### config.mk
export PLATFORM = sky130hd
export DESIGN_NAME = galaxian_dl_ctrl_flat
export DESIGN_NICKNAME = d
export VERILOG_FILES = /design/src/rtl/galaxian_dl_pkg.sv /design/src/rtl/galaxian_dl_ctrl_if.sv /design/src/rtl/galaxian_dl_decode.sv /design/src/rtl/galaxian_dl_ctrl.sv /design/src/flat_wrapper.sv
export SDC_FILE = /design/constraint.sdc
export NUM_CORES = 1
export LEC_CHECK = 0
export BUFFER_PORTS_ARGS = -buffer_cell sky130_fd_sc_hd__buf_2
export CORE_ASPECT_RATIO = 1.25
export CORE_UTILIZATION = 50
export CTS_BUF_LIST = sky130_fd_sc_hd__clkbuf_8 sky130_fd_sc_hd__clkbuf_16
export DETAILED_ROUTE_END_ITERATION = 10
export PLACE_DENSITY = 0.75
export SYNTH_ARGS = -nofsm -noshare
export SYNTH_HDL_FRONTEND = slang
export SYNTH_SLANG_ARGS = --single-unit
### constraint.sdc
create_clock -name clk_sys -period 4.05 [get_ports clk_sys]
set_input_delay 0.6075 -clock clk_sys [delete_from_list [all_inputs] [get_ports clk_sys]]
set_output_delay 0.6075 -clock clk_sys [all_outputs]
set_load 0.005 [all_outputs]
### src/rtl/galaxian_dl_pkg.sv
// galaxian_dl_pkg: shared state encoding, ROM region map and region select codes.
package galaxian_dl_pkg;

    typedef enum logic [1:0] {
        ST_IDLE,
        ST_LOAD,
        ST_HOLDOFF,
        ST_RUN
    } state_t;

    localparam logic [15:0] PROG_BASE  = 16'h0000;
    localparam logic [15:0] PROG_LIMIT = 16'h3FFF;
    localparam logic [15:0] GFX_BASE   = 16'h4000;
    localparam logic [15:0] GFX_LIMIT  = 16'h4FFF;
    localparam logic [15:0] PAL_BASE   = 16'h5000;
    localparam logic [15:0] PAL_LIMIT  = 16'h501F;

    localparam logic [2:0] SEL_NONE = 3'b000;
    localparam logic [2:0] SEL_PROG = 3'b001;
    localparam logic [2:0] SEL_GFX  = 3'b010;
    localparam logic [2:0] SEL_PAL  = 3'b100;

endpackage

### src/rtl/galaxian_dl_ctrl_if.sv
// galaxian_dl_ctrl_if: download stream, CPU read handshake, shared ROM port and status.
interface galaxian_dl_ctrl_if;

    logic        dl_active;
    logic        dl_wr;
    logic [15:0] dl_addr;
    logic [7:0]  dl_data;
    logic        cpu_rd_req;
    logic [13:0] cpu_addr;
    logic [15:0] mem_addr;
    logic [7:0]  mem_wdata;
    logic        mem_we;
    logic [2:0]  mem_sel;
    logic        cpu_rd_ack;
    logic        cpu_hold;
    logic        core_reset;
    logic        dl_done;
    logic        dl_error;
    logic [7:0]  dl_sum;

    modport slave (
        input  dl_active, dl_wr, dl_addr, dl_data, cpu_rd_req, cpu_addr,
        output mem_addr, mem_wdata, mem_we, mem_sel, cpu_rd_ack, cpu_hold,
               core_reset, dl_done, dl_error, dl_sum
    );

    modport master (
        output dl_active, dl_wr, dl_addr, dl_data, cpu_rd_req, cpu_addr,
        input  mem_addr, mem_wdata, mem_we, mem_sel, cpu_rd_ack, cpu_hold,
               core_reset, dl_done, dl_error, dl_sum
    );

endinterface

### src/rtl/galaxian_dl_decode.sv
// galaxian_dl_decode: maps a download address to a region select and region-relative address.
module galaxian_dl_decode
    import galaxian_dl_pkg::*;
(
    input  logic [15:0] i_addr,
    output logic [2:0]  o_sel,
    output logic [15:0] o_rel,
    output logic        o_oor
);

    logic w_prog;
    logic w_gfx;
    logic w_pal;

    assign w_prog = i_addr <= PROG_LIMIT;
    assign w_gfx  = (i_addr >= GFX_BASE) && (i_addr <= GFX_LIMIT);
    assign w_pal  = (i_addr >= PAL_BASE) && (i_addr <= PAL_LIMIT);

    assign o_sel = w_prog ? SEL_PROG : w_gfx ? SEL_GFX : w_pal ? SEL_PAL : SEL_NONE;
    assign o_rel = w_gfx ? i_addr - GFX_BASE : w_pal ? i_addr - PAL_BASE : i_addr - PROG_BASE;
    assign o_oor = ~(w_prog | w_gfx | w_pal);

endmodule

### src/rtl/galaxian_dl_ctrl.sv
// galaxian_dl_ctrl: ROM download sequencer that owns the shared ROM port and holds the core in reset.
// Optional feature: define DL_CHECKSUM_EN to accumulate a mod-256 byte sum on dl_sum.
module galaxian_dl_ctrl
    import galaxian_dl_pkg::*;
#(
    parameter int          HOLDOFF_CYCLES = 16,
    parameter logic [15:0] EXPECTED_LEN   = 16'h5020
) (
    input logic               clk_sys,
    input logic               reset,
    galaxian_dl_ctrl_if.slave bus
);

    state_t      r_state;
    state_t      w_state_nxt;
    logic [15:0] r_hold_cnt;
    logic [15:0] r_byte_cnt;
    logic [15:0] w_cnt_nxt;
    logic        r_done;
    logic        r_error;
    logic [15:0] r_mem_addr;
    logic [7:0]  r_mem_wdata;
    logic        r_mem_we;
    logic [2:0]  r_mem_sel;
    logic        r_rd_ack;
    logic [2:0]  w_sel;
    logic [15:0] w_rel;
    logic        w_oor;
    logic        w_wr;
    logic        w_accept;
    logic        w_load_entry;
    logic        w_load_exit;
    logic        w_hold_entry;
    logic        w_run_entry;

    galaxian_dl_decode u_decode (
        .i_addr (bus.dl_addr),
        .o_sel  (w_sel),
        .o_rel  (w_rel),
        .o_oor  (w_oor)
    );

    assign w_wr         = (r_state == ST_LOAD) && bus.dl_wr;
    assign w_accept     = w_wr && !w_oor;
    assign w_cnt_nxt    = (w_accept && r_byte_cnt != 16'hFFFF) ? r_byte_cnt + 16'd1 : r_byte_cnt;
    assign w_load_entry = (r_state != ST_LOAD) && (w_state_nxt == ST_LOAD);
    assign w_load_exit  = (r_state == ST_LOAD) && (w_state_nxt != ST_LOAD);
    assign w_hold_entry = (r_state != ST_HOLDOFF) && (w_state_nxt == ST_HOLDOFF);
    assign w_run_entry  = (r_state != ST_RUN) && (w_state_nxt == ST_RUN);

    // Next state: a rising download always wins; holdoff ends when its counter runs out.
    always_comb begin
        w_state_nxt = (r_state == ST_LOAD) ? (bus.dl_active ? ST_LOAD : ST_HOLDOFF) :
                      bus.dl_active ? ST_LOAD :
                      (r_state == ST_HOLDOFF && r_hold_cnt == 16'd0) ? ST_RUN : r_state;
    end

    // State register.
    always_ff @(posedge clk_sys or posedge reset) begin
        if (reset) r_state <= ST_IDLE;
        else       r_state <= w_state_nxt;
    end

    // Holdoff timer, byte counter and the done/error status flags.
    always_ff @(posedge clk_sys or posedge reset) begin
        if (reset) begin
            r_hold_cnt <= '0;
            r_byte_cnt <= '0;
            r_done     <= 1'b0;
            r_error    <= 1'b0;
        end else begin
            r_hold_cnt <= w_hold_entry ? 16'(HOLDOFF_CYCLES - 1) :
                          (r_hold_cnt != 16'd0) ? r_hold_cnt - 16'd1 : r_hold_cnt;
            r_byte_cnt <= w_load_entry ? '0 : w_cnt_nxt;
            r_done     <= w_load_entry ? 1'b0 : w_run_entry ? 1'b1 : r_done;
            r_error    <= w_load_entry ? 1'b0 :
                          ((w_wr && w_oor) || (w_load_exit && w_cnt_nxt != EXPECTED_LEN)) ? 1'b1 : r_error;
        end
    end

    // Shared ROM port: CPU fetch address in RUN, registered download writes otherwise.
    always_ff @(posedge clk_sys or posedge reset) begin
        if (reset) begin
            r_mem_addr  <= '0;
            r_mem_wdata <= '0;
            r_mem_we    <= 1'b0;
            r_mem_sel   <= SEL_NONE;
            r_rd_ack    <= 1'b0;
        end else begin
            r_rd_ack <= (r_state == ST_RUN) && bus.cpu_rd_req && !bus.dl_active;
            if (r_state == ST_RUN) begin
                r_mem_addr <= {2'b00, bus.cpu_addr};
                r_mem_sel  <= SEL_PROG;
                r_mem_we   <= 1'b0;
            end else begin
                r_mem_we <= w_accept;
                if (w_accept) begin
                    r_mem_addr  <= w_rel;
                    r_mem_wdata <= bus.dl_data;
                    r_mem_sel   <= w_sel;
                end
            end
        end
    end

`ifdef DL_CHECKSUM_EN
    logic [7:0] r_sum;

    // Running byte sum of the current download, frozen outside LOAD.
    always_ff @(posedge clk_sys or posedge reset) begin
        if (reset) r_sum <= '0;
        else       r_sum <= w_load_entry ? 8'h00 : w_accept ? r_sum + bus.dl_data : r_sum;
    end

    assign bus.dl_sum = r_sum;
`else
    assign bus.dl_sum = 8'h00;
`endif

    assign bus.mem_addr   = r_mem_addr;
    assign bus.mem_wdata  = r_mem_wdata;
    assign bus.mem_we     = r_mem_we;
    assign bus.mem_sel    = r_mem_sel;
    assign bus.cpu_rd_ack = r_rd_ack;
    assign bus.cpu_hold   = r_state != ST_RUN;
    assign bus.core_reset = r_state != ST_RUN;
    assign bus.dl_done    = r_done;
    assign bus.dl_error   = r_error;

endmodule

### src/flat_wrapper.sv
// flat-port wrapper written by rule: the top's interface ports become plain ports
module galaxian_dl_ctrl_flat import galaxian_dl_pkg::*;
#(
    parameter int          HOLDOFF_CYCLES = 16,
    parameter logic [15:0] EXPECTED_LEN   = 16'h5020
)
  (clk_sys, reset, bus_dl_active, bus_dl_wr, bus_dl_addr, bus_dl_data, bus_cpu_rd_req, bus_cpu_addr, bus_mem_addr, bus_mem_wdata, bus_mem_we, bus_mem_sel, bus_cpu_rd_ack, bus_cpu_hold, bus_core_reset, bus_dl_done, bus_dl_error, bus_dl_sum);
  galaxian_dl_ctrl_if bus_i ();
  input logic clk_sys;
  input logic reset;
  input wire logic [$bits(bus_i.dl_active)-1:0] bus_dl_active;
  input wire logic [$bits(bus_i.dl_wr)-1:0] bus_dl_wr;
  input wire logic [$bits(bus_i.dl_addr)-1:0] bus_dl_addr;
  input wire logic [$bits(bus_i.dl_data)-1:0] bus_dl_data;
  input wire logic [$bits(bus_i.cpu_rd_req)-1:0] bus_cpu_rd_req;
  input wire logic [$bits(bus_i.cpu_addr)-1:0] bus_cpu_addr;
  output wire logic [$bits(bus_i.mem_addr)-1:0] bus_mem_addr;
  output wire logic [$bits(bus_i.mem_wdata)-1:0] bus_mem_wdata;
  output wire logic [$bits(bus_i.mem_we)-1:0] bus_mem_we;
  output wire logic [$bits(bus_i.mem_sel)-1:0] bus_mem_sel;
  output wire logic [$bits(bus_i.cpu_rd_ack)-1:0] bus_cpu_rd_ack;
  output wire logic [$bits(bus_i.cpu_hold)-1:0] bus_cpu_hold;
  output wire logic [$bits(bus_i.core_reset)-1:0] bus_core_reset;
  output wire logic [$bits(bus_i.dl_done)-1:0] bus_dl_done;
  output wire logic [$bits(bus_i.dl_error)-1:0] bus_dl_error;
  output wire logic [$bits(bus_i.dl_sum)-1:0] bus_dl_sum;
  assign bus_i.dl_active = bus_dl_active;
  assign bus_i.dl_wr = bus_dl_wr;
  assign bus_i.dl_addr = bus_dl_addr;
  assign bus_i.dl_data = bus_dl_data;
  assign bus_i.cpu_rd_req = bus_cpu_rd_req;
  assign bus_i.cpu_addr = bus_cpu_addr;
  assign bus_mem_addr = bus_i.mem_addr;
  assign bus_mem_wdata = bus_i.mem_wdata;
  assign bus_mem_we = bus_i.mem_we;
  assign bus_mem_sel = bus_i.mem_sel;
  assign bus_cpu_rd_ack = bus_i.cpu_rd_ack;
  assign bus_cpu_hold = bus_i.cpu_hold;
  assign bus_core_reset = bus_i.core_reset;
  assign bus_dl_done = bus_i.dl_done;
  assign bus_dl_error = bus_i.dl_error;
  assign bus_dl_sum = bus_i.dl_sum;
  galaxian_dl_ctrl #(.HOLDOFF_CYCLES(HOLDOFF_CYCLES), .EXPECTED_LEN(EXPECTED_LEN)) u_core (.clk_sys(clk_sys), .reset(reset), .bus(bus_i));
endmodule
==> impl_metrics.py, run 1 <==
metrics = {
    "global_route": {
        "grt_max_degree": 49,
        "gr-total-overflow": 0,
        "grt_pass1_vias": 3057,
        "antenna_found_initial": 0,
        "track_usage": 0.233,
        "grt_pass1_wl_mm": 13.8,
    },
    "pwr": {
        "pwr-share-comb": 0.216,
        "vdd.ir_drop.worst_mv": 0.257,
        "pwr_density_cell_nw_per_um2": 420,
        "switching_power_uw": 539,
        "p_clk_frac": 0.313,
        "p_seq_frac": 0.472,
        "p_int_uw": 1240,
        "power.leakage_uw": 0.00200,
        "sw_frac_of_total": 0.303,
    },
    "sta": {
        "worstMarginPinSlew_ns": 0.998,
        "hold_violations": 0,
        "min_period_ns": 2.99,
        "finalCritPeriodShare": 0.739,
        "tns_ns": 0,
        "fmax_mhz": 334,
        "max-slew-margin-rel": 0.334,
        "finalClockSkew_ns": 0.00676,
        "grt_setup_unrepaired": "no",
        "setup_violations": 0,
        "slew_violations": 0,
    },
    "flow_run": {
        "drv_cap": 0,
    },
    "cts": {
        "htreeDepth": 3,
        "cts.sinks": 65,
        "insertion_delay_ns": 0.34,
        "cts_buffers": 9,
        "ctsHoldBuffers": 0,
        "ctsLongestPathBuffers": 2,
        "cts_tree": "yes",
        "post_cts_buffers": 0,
        "cts.clk_slew.worst_paths_ns": 0.07,
        "cts_resized": 0,
        "cts_root_buf": "clkbuf_8",
    },
    "layout": {
        "diodes": 0,
        "fin_util": 0.603,
        "final_cells": 566,
        "nets": 524,
        "syn_to_final_growth_pct": 15.4,
        "drive_gt1_frac": 0.208,
        "stdcell_area_um2": 4230,
        "fill_cells": 646,
    },
    "logic_synthesis": {
        "synth.most_common_cell": "dfrtp_1",
        "synth_top_family_by_area": "simple AND/OR/NAND/NOR gates",
        "synth_cell_types": 56,
        "synth.area.top_cells": "dfrtp_1 44%, nand2_1 6.2%, xnor2_1 5.7%",
        "yosysTopAreaCell": "dfrtp_1",
        "synth-simple-area-share": 0.238,
        "syn_inst": 408,
        "ys_seq_area_frac": 0.443,
        "synth_xor_xnor_area_share": 0.0764,
        "synth_seq_cells": 65,
        "yosysTopAreaCellShare": 0.443,
        "synth_edf_count": 0,
        "muxShareOfSynthArea": 0.0136,
        "synth_ff_type": "dfrtp_1",
        "synth_warnings": 0,
        "syn_area_um2": 3670,
        "avgSynthCellArea_um2": 8.99,
        "async_flop_share": 1.00,
        "synth_adder_area_share": 0.0307,
        "ys_top_cells_by_count": "65 x dfrtp_1, 61 x nand2_1, 38 x nor2_1, 24 x xnor2_1",
        "synth_compound_gate_area_share": 0.137,
    },
    "worst_setup_path": {
        "end_kind": "flop",
        "crit_fanout": 21,
        "crit_path_start_kind": "input port",
        "crit_arrival_ns": 3.26,
        "reg2reg_from": "u_core.r_state[0]",
        "r2r_setup_slack_ns": 1.34,
        "critPathKind": "in2reg",
        "crit_required_ns": 4.32,
        "critPathLaunch": "bus_dl_addr[15]",
    },
    "route": {
        "vias": 3126,
        "drtPass1Iterations": 4,
        "routed_via_density": 5.52,
        "drt-initial-drc-count": 174,
        "route.detailed.drc": 0,
        "routed_wl_mm": 8.42,
        "wire_per_inst_um": 14.9,
        "drtAntennaViolNets": 0,
    },
    "place": {
        "gp_congestion": 0.969,
        "portBuffers": 75,
        "hpwl_mm": 6.17,
        "placedInstanceArea_um2": 4040,
        "place_inst": 551,
    },
    "die": {
        "ios": 84,
        "chipHeight_um": 97.8,
        "core_um2": 7020,
        "rows": 34,
        "die_w_um": 78.6,
        "die_area_um2": 7690,
        "start_util": 0.523,
    },
    "worst_hold_path": {
        "min-delay-start": "bus_dl_data[4]",
        "hp-class": "in2reg",
    },
    "run_status": {
        "status": "finished clean",
    },
}
[power by group through the flow]
stage / Combinational (uW) / Sequential (uW) / Clock, uW
5_1_grt: 434 / 854 / 595
3_5_place_dp: 387 / 848 / 0
3_3_place_gp: 376 / 844 / 0
2_1_floorplan: 254 / 835 / 0
6_report: 384 / 839 / 556
4_1_cts: 389 / 837 / 559
[flip-flops by register name (all words and copies together), names as in the netlist]
signal                 count
u_core.bus.mem_addr       16
u_core.bus.mem_sel         3
u_core.r_state             2
u_core.bus.mem_wdata       8
u_core.bus.cpu_rd_ack      1
u_core.r_hold_cnt         16
u_core.bus.dl_error        1
u_core.r_byte_cnt         16
u_core.bus.mem_we          1
u_core.bus.dl_done         1
[area by class of cell]
cell class,count,area [um^2],share of cell area
Tap cell,90,113,0.0266
Inverter,16,60.1,0.0142
Sequential cell,65,1630,0.384
Multi-Input combinational cell,303,1850,0.436
Clock inverter,4,45.0,0.0106
Clock buffer,11,151,0.0358
Timing Repair Buffer,77,390,0.0922
[cell families after synthesis]
kind of cell,after synthesis
compound gates,72
buf+inv,47
xor+xnor,32
mux,5
flops,65
simple gates,177
other cells,1
fa+ha+maj,9
[layout by cell type (no fill, tap or decap), types with 2 or more instances in the layout]
master / instances
buf_2: 75
dfrtp_1: 65
nand2_1: 61
nor2_1: 38
xnor2_1: 24
a21oi_1: 17
inv_1: 16
nor4_1: 11
nor3_1: 11
clkbuf_8: 11
nand3_1: 10
a32oi_1: 10
nand4_1: 9
o21ai_1: 9
ha_1: 9
xor2_1: 8
conb_1: 8
nor2b_1: 6
o21ai_0: 6
nand2b_1: 5
mux2i_1: 5
a211oi_1: 5
o22ai_1: 4
or3_1: 3
or3b_1: 3
or4_1: 3
and3_1: 3
and2_1: 3
a211o_1: 3
a31oi_1: 3
or2_1: 2
inv_2: 2
nor3b_1: 2
nand3b_1: 2
o31ai_1: 2
buf_4: 2
[routing by layer]
metal | vias up | share of wire | track usage | wire length, um
met1 | 1470 | 0.42 | 0.274 | 3560
met5 | - | 0 | 0 | 0
met4 | 0 | 0.035 | 0.110 | 291
li1 | 1528 | - | - | -
met3 | 24 | 0.056 | 0.0682 | 470
met2 | 104 | 0.49 | 0.388 | 4100
[worst max-delay path, stage by stage]
cell,delay [ns]
buf_2,0.11
inv_1,0.10
ha_1,0.22
and4_1,0.22
a211oi_1,0.47
a211oi_4,0.13
o21ai_1,0.22
inv_2,0.19
a21oi_1,0.75
a32oi_1,0.13
o21ai_1,0.11
[path summary, 6_finish.rpt]
kind | end | depth (start not counted)
max in group asynchronous | u_core.bus.mem_wdata[2] | 3
max reg2reg | u_core.bus.dl_error | 7
min reg2reg | u_core.bus.mem_wdata[4] | 2
min | u_core.bus.mem_wdata[4] | 3
max | u_core.bus.mem_addr[13] | 11
min in group asynchronous | u_core.r_byte_cnt[13] | 2
[per-stage QoR]
stage                     setup WS (ns)  power, uW  hold WS (ns)
after global placement            0.757       1220         0.453
after global routing              0.792       1880         0.453
after detailed placement          0.695       1230         0.461
after CTS                          1.05       1780         0.457
final                              1.06       1780         0.459
after floorplan                    1.28       1090         0.470
Note: power is estimated with default switching activity, not from simulation.
==> inputs of run 2 (changes only) <==
==> constraint.sdc (replaced) <==
create_clock -name clk_sys -period 2.8 [get_ports clk_sys]
set_input_delay 0.42 -clock clk_sys [delete_from_list [all_inputs] [get_ports clk_sys]]
set_output_delay 0.42 -clock clk_sys [all_outputs]
set_load 0.005 [all_outputs]
==> run 2 against run 1 <==
Net effect: clock power increased by 63%; total power up 53%; cell area grew 4.2%; register-to-register slack worse by 1.0 ns; core utilization up 2.5 points; combinational power rose by 61%.
==> impl_metrics.py, run 2 (synthesis results as in run 1) <==
metrics = {
    "sta": {
        "setup_violations": 0,
        "fmax_mhz": 401,
        "worstMarginPinSlew_ns": 0.872,
        "slew_violations": 0,
        "finalClockSkew_ns": 0.00878,
        "finalCritPeriodShare": 0.891,
        "hold_violations": 0,
        "hold_ws_ns": 0.219,
        "min_period_ns": 2.49,
        "grt_setup_unrepaired": "no",
        "max-slew-margin-rel": 0.417,
    },
    "route": {
        "drt-initial-drc-count": 255,
        "routed_wl_mm": 8.56,
        "highest_layer": "met4",
        "wl_met3_um": 421,
        "drtPass1Iterations": 5,
        "wire_per_inst_um": 14.6,
        "route.detailed.drc": 0,
        "drt-met1-wl_mm": 3.73,
        "routed_via_density": 5.53,
        "wl_met2_mm": 4.22,
        "drtAntennaViolNets": 0,
        "vias": 3241,
    },
    "cts": {
        "post_cts_buffers": 0,
        "insertion_delay_ns": 0.34,
        "cts_buffers": 9,
        "cts_tree": "yes",
        "cts_root_buf": "clkbuf_8",
        "ctsLongestPathBuffers": 2,
        "cts.sinks": 65,
        "ctsHoldBuffers": 0,
        "cts.clk_slew.worst_paths_ns": 0.08,
        "htreeDepth": 3,
    },
    "layout": {
        "stdcell_area_um2": 4410,
        "drive_gt1_frac": 0.246,
        "diodes": 0,
        "final_cells": 586,
        "syn_to_final_growth_pct": 20.3,
        "fill_cells": 608,
        "mostFrequentLayoutCells": "75 x buf_2, 65 x dfrtp_1, 61 x nand2_1",
        "final_common_cell": "buf_2",
        "nets": 543,
    },
    "worst_setup_path": {
        "endpoint": "u_core.r_hold_cnt[14]",
        "critPathKind": "reg2reg",
        "reg2reg_from": "u_core.r_hold_cnt[6]",
        "reg2reg_depth": 6,
        "critPathLaunch": "u_core.r_hold_cnt[6]",
        "r2r_setup_slack_ns": 0.31,
        "crit_path_start_kind": "flop",
        "crit_required_ns": 3.06,
        "end_kind": "flop",
        "crit_arrival_ns": 2.76,
        "r2r-end": "u_core.r_hold_cnt[14]",
        "crit_fanout": 5,
    },
    "die": {
        "rows": 34,
        "die_area_um2": 7690,
        "chipHeight_um": 97.8,
        "ios": 84,
        "core_um2": 7020,
        "start_util": 0.523,
        "die_w_um": 78.6,
    },
    "run_status": {
        "status": "finished clean",
    },
    "global_route": {
        "grt_pass1_vias": 3124,
        "track_usage": 0.233,
        "antenna_found_initial": 0,
        "grt_max_degree": 37,
        "grt_pass1_wl_mm": 14.1,
        "gr-total-overflow": 0,
    },
    "worst_hold_path": {
        "hp-class": "in2async",
    },
    "pwr": {
        "vdd.ir_drop.worst_mv": 0.314,
        "pwr_density_cell_nw_per_um2": 617,
        "power.leakage_uw": 0.00211,
        "p_total_uw": 2720,
    },
    "place": {
        "place_inst": 570,
        "hpwl_mm": 6.25,
        "placedInstanceArea_um2": 4180,
        "gp_congestion": 0.915,
        "portBuffers": 75,
    },
    "flow_run": {
        "drv_cap": 0,
    },
}
[run 2: worst min-delay path by stage]
stage	depth (start not counted)	end	slack (ns)	start
2_1_floorplan	2	u_core.bus.mem_wdata[0]	0.47	u_core.bus.mem_wdata[0]
3_3_place_gp	2	u_core.bus.mem_wdata[4]	0.45	u_core.bus.mem_wdata[4]
3_5_place_dp	2	u_core.bus.mem_wdata[5]	0.46	u_core.bus.mem_wdata[5]
4_1_cts	2	u_core.r_hold_cnt[10]	0.24	reset
5_1_grt	3	u_core.bus.mem_wdata[1]	0.25	bus_dl_data[1]
6_report	2	u_core.r_hold_cnt[10]	0.22	reset
[run 2: area by class of cell]
cell class / count / area, um^2 / area share
sequential: 65 / 1630 / 0.369
inverter: 16 / 60.1 / 0.0136
multi-input combinational: 303 / 1850 / 0.420
timing repair buffer: 96 / 533 / 0.121
clock buffer: 10 / 138 / 0.0312
tap: 90 / 113 / 0.0255
clock inverter: 6 / 91.3 / 0.0207
[run 2: metal layers]
layer | global-route usage | up-vias
li1 | - | 1580
met1 | 0.290 | 1547
met2 | 0.387 | 96
met3 | 0.0486 | 18
met4 | 0.101 | 0
met5 | 0 | -
[run 2: critical path, cell delays in order, from the launching register on]
cell     delay (ns)
dfrtp_1        0.43
or4_1          0.61
nor4_1         0.29
buf_4          0.18
or3b_1         0.37
or3b_1         0.39
a21oi_1        0.15
[run 2: per-stage QoR]
stage               setup TNS [ns]  worst slack (ns)  utilization
floorplan                        0             0.213            -
global placement                 0            0.0144        0.596
detailed placement          -0.978            -0.112        0.596
CTS                              0             0.233        0.628
global route                     0             0.154        0.629
finish                           0             0.306        0.629
[run 2: power breakdown]
part,internal [uW],total (uW),switching (uW),leakage [uW]
Sequential,1090,1200,110,0.000839
Combinational,291,617,326,0.00115
Clock,528,906,378,0.000116
Total,1910,2720,813,0.00211
[run 2: what timing repair did]
item,in CTS,in global routing
hold endpoints to repair,0,0
resized for setup,0,1
setup endpoints to repair,0,1
==> inputs of run 3 (changes only) <==
--- a/config.mk
+++ b/config.mk
@@ -7,10 +7,11 @@
 export LEC_CHECK = 0
 export BUFFER_PORTS_ARGS = -buffer_cell sky130_fd_sc_hd__buf_2
 export CORE_ASPECT_RATIO = 1.25
-export CORE_UTILIZATION = 50
-export CTS_BUF_LIST = sky130_fd_sc_hd__clkbuf_8 sky130_fd_sc_hd__clkbuf_16
+export CORE_UTILIZATION = 56
+export CTS_BUF_LIST = sky130_fd_sc_hd__clkbuf_4 sky130_fd_sc_hd__clkbuf_8
 export DETAILED_ROUTE_END_ITERATION = 10
-export PLACE_DENSITY = 0.75
+export PLACE_DENSITY = 0.82
+export SLEW_MARGIN = 0
 export SYNTH_ARGS = -nofsm -noshare
 export SYNTH_HDL_FRONTEND = slang
 export SYNTH_SLANG_ARGS = --single-unit
==> run 3 against run 2 <==
Net effect: global-route usage is 2.8 points higher; clock skew is 0.0014 ns lower; cell area decreased by 1.5%; largest power group unchanged; sequential power about the same; critical path type unchanged; total power decreased by 3.0%; critical path depth increased by 2.
==> impl_metrics.py, run 3 (synthesis results as in run 1) <==
metrics = {
    "run_status": {
        "status": "finished clean",
    },
    "worst_setup_path": {
        "critical_path.cell_chain": "ha_1 > nand4_1 > nor4_2 > nor2_1 > a21boi_2 > or3_1 > a2111oi_1 > a21oi_1",
        "crit_family": "simple AND/OR/NAND/NOR gates",
        "crit_slowest_cell": "dfrtp_1",
        "crit_arrival_ns": 2.84,
        "critPathKind": "reg2reg",
        "crit_buf_inv": 0,
        "end_kind": "flop",
        "crit_required_ns": 3.01,
        "crit_fanout": 7,
        "crit_path_start_kind": "flop",
        "max_stage_delay_ns": 0.43,
    },
    "cts": {
        "cts_buffers": 9,
        "htreeDepth": 3,
        "cts.sinks": 65,
        "insertion_delay_ns": 0.35,
        "ctsLongestPathBuffers": 2,
        "cts.clk_slew.worst_paths_ns": 0.07,
        "cts_tree": "yes",
        "cts_root_buf": "clkbuf_8",
        "ctsHoldBuffers": 0,
    },
    "route": {
        "vias": 3186,
        "wire_per_inst_um": 14.4,
        "route.detailed.drc": 0,
        "routed_wl_mm": 8.21,
        "drt-initial-drc-count": 204,
        "drtPass1Iterations": 5,
        "drtAntennaViolNets": 0,
        "routed_via_density": 5.57,
    },
    "die": {
        "core_um2": 6250,
        "ios": 84,
        "die_area_um2": 6880,
        "chipHeight_um": 92.5,
        "start_util": 0.588,
        "die_w_um": 74.4,
        "rows": 32,
    },
    "place": {
        "placedInstanceArea_um2": 4130,
        "portBuffers": 75,
        "gp_congestion": 0.903,
        "hpwl_mm": 5.93,
    },
    "pwr": {
        "vdd.ir_drop.worst_mv": 0.466,
        "p_total_uw": 2640,
        "power.leakage_uw": 0.00207,
        "pwr_density_cell_nw_per_um2": 607,
    },
    "layout": {
        "mostFrequentLayoutCells": "75 x buf_2, 65 x dfrtp_1, 61 x nand2_1",
        "final_common_cell": "buf_2",
        "diodes": 0,
        "drive_gt1_frac": 0.232,
        "nets": 535,
        "stdcell_area_um2": 4350,
        "syn_to_final_growth_pct": 18.4,
    },
    "sta": {
        "max-slew-margin-rel": 0.290,
        "min_period_ns": 2.63,
        "finalCritPeriodShare": 0.940,
        "hold_violations": 0,
        "slew_violations": 0,
        "finalClockSkew_ns": 0.00741,
        "tns_ns": 0,
        "fmax_mhz": 380,
        "grt_setup_unrepaired": "no",
        "setup_violations": 0,
        "worstMarginPinSlew_ns": 1.07,
    },
    "global_route": {
        "grt_max_degree": 38,
        "grt_pass1_wl_mm": 13.8,
        "gr-total-overflow": 0,
        "antenna_found_initial": 0,
        "grt_pass1_vias": 3114,
        "track_usage": 0.261,
    },
    "worst_hold_path": {
        "hp-class": "in2async",
    },
    "flow_run": {
        "drv_cap": 0,
    },
}
## run 3: changes by cell type in the layout (fill, tap and decap cells not counted), sizes merged
| cell | previous run | this run |
|---|---|---|
| clkinv | 4 | 1 |
| bufinv | 2 | 1 |
| buf | 96 | 88 |
| clkbuf | 10 | 13 |
## run 3: area by class of cell
type                            count  area, um^2
Sequential cell                    65        1630
Clock inverter                      2        35.0
Fill cell                         485        1900
Tap cell                           85         106
Inverter                           16        60.1
Clock buffer                       13         179
Timing Repair Buffer               88         485
Multi-Input combinational cell    303        1850
## run 3: routing by layer
metal	track usage	part of all wire	vias up
met5	0	0	-
met4	0.137	0.031	0
met3	0.0522	0.043	24
met2	0.435	0.50	94
met1	0.310	0.43	1512
li1	-	-	1556
## run 3: per-stage QoR
stage | hold WS (ns) | util | instances | setup WS, ns
floorplan | 0.470 | - | 415 | 0.213
global placement | 0.454 | 0.661 | 557 | -0.00102
detailed placement | 0.459 | 0.661 | 557 | -0.0582
CTS | 0.243 | 0.695 | 572 | 0.184
global route | 0.270 | 0.696 | 572 | 0.00191
finish | 0.217 | 0.696 | 572 | 0.168
## run 3: final timing paths
kind | end | cells past startpoint | slack [ns] | start
min in group clk_sys | u_core.bus.mem_wdata[0] | 3 | 0.26 | bus_dl_data[0]
min | u_core.r_hold_cnt[3] | 2 | 0.22 | reset
min reg2reg | u_core.bus.mem_wdata[0] | 2 | 0.47 | u_core.bus.mem_wdata[0]
max in group asynchronous | u_core.bus.dl_error | 3 | 1.94 | reset
max reg2reg | u_core.bus.dl_error | 8 | 0.17 | u_core.r_byte_cnt[0]
max | u_core.bus.dl_error | 8 | 0.17 | u_core.r_byte_cnt[0]
## run 3: power breakdown
part / internal [uW] / switching [uW] / leakage [uW]
Sequential: 1090 / 115 / 0.000839
Clock: 502 / 350 / 0.000112
Combinational: 270 / 313 / 0.00112
## run 3: worst reg2reg max path, delay by kind of cell (launching register included)
| kind | cells | cell delay, ns |
|---|---|---|
| adder cells (fa/ha/maj) | 1 | 0.32 |
| AO/OA/AOI/OAI | 3 | 0.72 |
| AND/OR/NAND/NOR | 4 | 1.03 |
| flip-flops | 1 | 0.43 |
## run 3: timing repair
item	in CTS	in global routing
buffers inserted	0	0
gates resized for setup	0	1
setup endpoints to repair	0	1
